File: src/rtl/barrel_rotl_pipe_if.sv
// rtl/barrel_rotl_pipe_if.sv - valid/ready bundle for the pipelined left rotator
interface barrel_rotl_pipe_if #(
  parameter int WIDTH = 8,
  parameter int SHW   = 3
);
  logic             in_valid;
  logic             in_ready;
  logic [WIDTH-1:0] in;
  logic [SHW-1:0]   shift;
  logic             out_valid;
  logic             out_ready;
  logic [WIDTH-1:0] out;

  modport master (
    output in_valid, in, shift, out_ready,
    input  in_ready, out_valid, out
  );

  modport slave (
    input  in_valid, in, shift, out_ready,
    output in_ready, out_valid, out
  );
endinterface

File: src/rtl/barrel_rotl_pipe.sv
// rtl/barrel_rotl_pipe.sv - log2(WIDTH)-stage left rotator with collapsing valid/ready pipe
module barrel_rotl_pipe #(
  parameter int WIDTH = 8,
  parameter int SHW   = 3
) (
  input logic               clk,
  input logic               rst_n,
  barrel_rotl_pipe_if.slave bus
);
  logic [SHW-1:0]            v;
  logic [SHW-1:0]            ld;
  logic [SHW-1:0]            src_v;
  logic [SHW-1:0][WIDTH-1:0] d;
  logic [SHW-1:0][WIDTH-1:0] src_d;
  logic [SHW-1:0][WIDTH-1:0] rot_d;
  logic [SHW-1:0][SHW-1:0]   s;
  logic [SHW-1:0][SHW-1:0]   src_s;
  logic                      full_run;
  logic                      unused_shift;

  // Stage k rotates by 2^k when bit k of the shift it carries is set.
  always_comb begin
    src_v[0] = bus.in_valid;
    src_d[0] = bus.in;
    src_s[0] = bus.shift;
    for (int k = 1; k < SHW; k++) begin
      src_v[k] = v[k-1];
      src_d[k] = d[k-1];
      src_s[k] = s[k-1];
    end
    for (int k = 0; k < SHW; k++) begin
      rot_d[k] = src_s[k][k] ? ((src_d[k] << (1 << k)) | (src_d[k] >> (WIDTH - (1 << k))))
                             : src_d[k];
    end
  end

  // A stage may load when it or any stage downstream of it is empty, or the output drains.
  always_comb begin
    full_run = 1'b1;
    for (int k = SHW - 1; k >= 0; k--) begin
      full_run = full_run & v[k];
      ld[k]    = bus.out_ready | ~full_run;
    end
  end

  always_ff @(posedge clk or negedge rst_n) begin
    if (!rst_n) begin
      v <= '0;
      d <= '0;
      s <= '0;
    end else begin
      for (int k = 0; k < SHW; k++) begin
        if (ld[k]) begin
          v[k] <= src_v[k];
          if (src_v[k]) begin
            d[k] <= rot_d[k];
            s[k] <= src_s[k];
          end
        end
      end
    end
  end

  assign bus.in_ready  = ld[0];
  assign bus.out_valid = v[SHW-1];
  assign bus.out       = d[SHW-1];

  // Consumed shift bits and the last stage's copy are kept only for visibility.
  assign unused_shift = ^s;
endmodule
File: src/flat_wrapper.sv
// flat-port wrapper written by rule: the top's interface ports become plain ports
module barrel_rotl_pipe_flat 
#(
  parameter int WIDTH = 8,
  parameter int SHW   = 3
)
  (clk, rst_n, bus_in_valid, bus_in, bus_shift, bus_out_ready, bus_in_ready, bus_out_valid, bus_out);
  barrel_rotl_pipe_if #(.WIDTH(WIDTH), .SHW(SHW)) bus_i ();
  input logic clk;
  input logic rst_n;
  input wire logic [$bits(bus_i.in_valid)-1:0] bus_in_valid;
  input wire logic [$bits(bus_i.in)-1:0] bus_in;
  input wire logic [$bits(bus_i.shift)-1:0] bus_shift;
  input wire logic [$bits(bus_i.out_ready)-1:0] bus_out_ready;
  output wire logic [$bits(bus_i.in_ready)-1:0] bus_in_ready;
  output wire logic [$bits(bus_i.out_valid)-1:0] bus_out_valid;
  output wire logic [$bits(bus_i.out)-1:0] bus_out;
  assign bus_i.in_valid = bus_in_valid;
  assign bus_i.in = bus_in;
  assign bus_i.shift = bus_shift;
  assign bus_i.out_ready = bus_out_ready;
  assign bus_in_ready = bus_i.in_ready;
  assign bus_out_valid = bus_i.out_valid;
  assign bus_out = bus_i.out;
  barrel_rotl_pipe #(.WIDTH(WIDTH), .SHW(SHW)) u_core (.clk(clk), .rst_n(rst_n), .bus(bus_i));
endmodule
File: config.mk
export PLATFORM = sky130hd
export DESIGN_NAME = barrel_rotl_pipe_flat
export DESIGN_NICKNAME = d
export VERILOG_FILES = /design/src/rtl/barrel_rotl_pipe_if.sv /design/src/rtl/barrel_rotl_pipe.sv /design/src/flat_wrapper.sv
export SDC_FILE = /design/constraint.sdc
export NUM_CORES = 1
export LEC_CHECK = 0
export ABC_AREA = 1
export CORE_ASPECT_RATIO = 1.5
export CORE_MARGIN = 2
export CORE_UTILIZATION = 30
export CTS_CLUSTER_DIAMETER = 120
export DETAILED_ROUTE_END_ITERATION = 6
export DONT_BUFFER_PORTS = 1
export GPL_ROUTABILITY_DRIVEN = 1
export HOLD_SLACK_MARGIN = 0.06
export SYNTH_ARGS = -nofsm -noshare
export SYNTH_HDL_FRONTEND = slang
export SYNTH_SLANG_ARGS = --single-unit
File: constraint.sdc
create_clock -name clk -period 2.7 [get_ports clk]
set_input_delay 0.54 -clock clk [delete_from_list [all_inputs] [get_ports clk]]
set_output_delay 0.54 -clock clk [all_outputs]
set_load 0.05 [all_outputs]
==> metrics.cfg <==
[die]
num_rows=31
die_w_um=62.10
die_h_um=91.15
core_area_um2=4848
initial_core_util=0.3133
ios=25
die-area_um2=5660

[logic_synthesis]
yosysWarnings=0
yosys.area_share.simple=0.2529
synth_area_um2=1519
seq_area_frac_synth=0.4942
synth_seq_cells=30
syn_area_per_cell_um2=7.483
synth_xor_area_frac=0
synthCells=203
synth_fa_ha_area_frac=0
synth_top_family_by_area=simple AND/OR/NAND/NOR gates
synth.area.mux_share=0
synth-compound-area-share=0.1145
syn-num-nets=218
yosysUniqueCellTypes=13

[timing]
hold_viol=0
worstMarginPinSlew_ns=0.5628
timing.fmax_mhz=512.8
slew_violations=0
finClkSkew_ns=0.004018
slew_headroom=0.6248
finalCritPeriodShare=0.7223
fin_tns_setup_ns=0
fin_crit_ns=1.950
setup_viol=0
rsz0062_at_grt=no

[detailed_routing]
post_drt_wl_per_cell_um=9.346
drt_iter0_drc=36
antenna_left=0
finalWirelength_um=2430
vias=1127
first_pass_iters=2
vias_per_cell=4.335
drc=0

[power_and_ir_drop]
internal-power_uw=885.8
clkPwrFrac=0.214
vdd_ir_drop_max_mv=0.2246
power_frac_comb=0.194
p_seq_frac=0.592
p_leak_nw=0.8055
power_switching_uw=664.7
switching_share=0.4287
powerDensity_nw_per_um2=974.2

[status]
status=finished clean

[worst_setup_path]
r2r_cells=5
r2r-start=u_core.v[2]
start_kind=flip-flop
crit_start=u_core.v[2]
critPathKind=reg -> out
ff2ff_setup_slack_ns=1.07
end_kind=primary output
r2r-end=u_core.d[5]
required_ns=2.16
crit_fanout=13
cp.arrival_ns=1.41

[final_layout]
drive_above_1_share=0.05670
finish.utilization=0.3283
multi_input_area_um2=558.0
seq_area_um2=750.7
final_cell_mix=83 x nand2_1, 30 x dfrtp_1, 29 x o21ai_0
diodes=0
nNetsFinal=209
fill_cells=539
syn_to_final_growth_pct=4.778
final_common_cell=nand2_1

[grt]
grt.total_usage=0.09948
grt_max_degree=31
antenna_found_initial=0
grt_pass1_vias=1006
grt.overflow.total=0
grt_pass1_wl_um=4422

[clock_network]
clkLatencyLatePin_ns=0.28
clk_pin_slew_ns=0.06
cts_tree=built
cts_num_sinks=30
htreeDepth=2
cts-root-buf=clkbuf_8
ctsLongestPathBuffers=2
cts_setup_buffers=0
numCtsBuffers=5

[place]
port-buffer-count=0
dpl.hpwl_um=1794
routabilityCongestion=0.7240

[min_path]
hp-class=in -> async

[flow_run]
max-cap-violations=0

flip-flops by register name, indices dropped and copies added (netlist names):
signal / cells
u_core.d: 16
u_core.bus.out: 8
u_core.s: 3
u_core.v: 3
critical path, stage by stage, from the launching register on:
cell and delay [ns]:
dfrtp_1 0.70, nand4_1 0.17, buf_4 0.26
metrics by stage:
stage                     std cells  hold slack (ns)  setup WS [ns]  cell area (um2)  power (mW)
after floorplan                 203           0.2444         0.9619             1519       1.255
after global routing            260          0.07473         0.6502             1592       1.678
final                           260          0.07709         0.7498             1592       1.550
after global placement          252           0.2451          1.038             1493       1.213
after CTS                       260          0.07317         0.7211             1592       1.580
after detailed placement        252           0.2452          1.041             1493       1.227
what timing repair did:
action                                 4_1_cts  5_1_grt
resized for setup                            0        0
hold buffers                                 1        0
endpoints found under the hold margin       30        0
worst max path at each step:
| stage | endpoint | slack (ns) |
|---|---|---|
| 2_1_floorplan | bus_in_ready | 0.96 |
| 3_3_place_gp | bus_in_ready | 1.04 |
| 3_5_place_dp | bus_in_ready | 1.04 |
| 4_1_cts | bus_in_ready | 0.72 |
| 5_1_grt | bus_in_ready | 0.65 |
| 6_report | bus_in_ready | 0.75 |
routing by layer:
| layer | track usage | vias to the layer above | routed length (um) |
|---|---|---|---|
| met5 | 0 | - | 0 |
| met4 | 0.06111 | 0 | 62 |
| met3 | 0.04337 | 7 | 151 |
| met2 | 0.1621 | 28 | 1146 |
| met1 | 0.1051 | 493 | 1069 |
| li1 | - | 599 | - |
area by class of cell:
type | count | share of cell area
repair buffers | 2 | 0.01730
multi-input cells | 130 | 0.3506
well taps | 66 | 0.05189
flip-flops and latches | 30 | 0.4717
inverters | 25 | 0.05896
clock buffers | 5 | 0.04324
clock inverters | 2 | 0.006289
logic make-up after synthesis:
kind of cell	after synthesis
and+or+nand+nor	97
buffers and inverters	43
AOI/OAI and AO/OA	33
DFF	30
power by group through the flow:
stage          clock [mW]  combinational, mW  sequential (mW)
2_1_floorplan           0              0.566            0.689
3_3_place_gp            0              0.292            0.921
3_5_place_dp            0              0.296            0.931
4_1_cts             0.348              0.310            0.922
5_1_grt             0.366              0.368            0.944
6_report            0.332              0.300            0.918
synthesized netlist by cell type, drive strengths merged:
library cell | count | share of area
a21oi | 1 | 0.0058
buf | 18 | 0.077
dfrtp | 30 | 0.49
inv | 25 | 0.062
nand2 | 84 | 0.21
nand3 | 12 | 0.040
nand4 | 1 | 0.0041
o21a | 2 | 0.0099
o21ai | 30 | 0.099
Power figures use the tool's default switching activity.
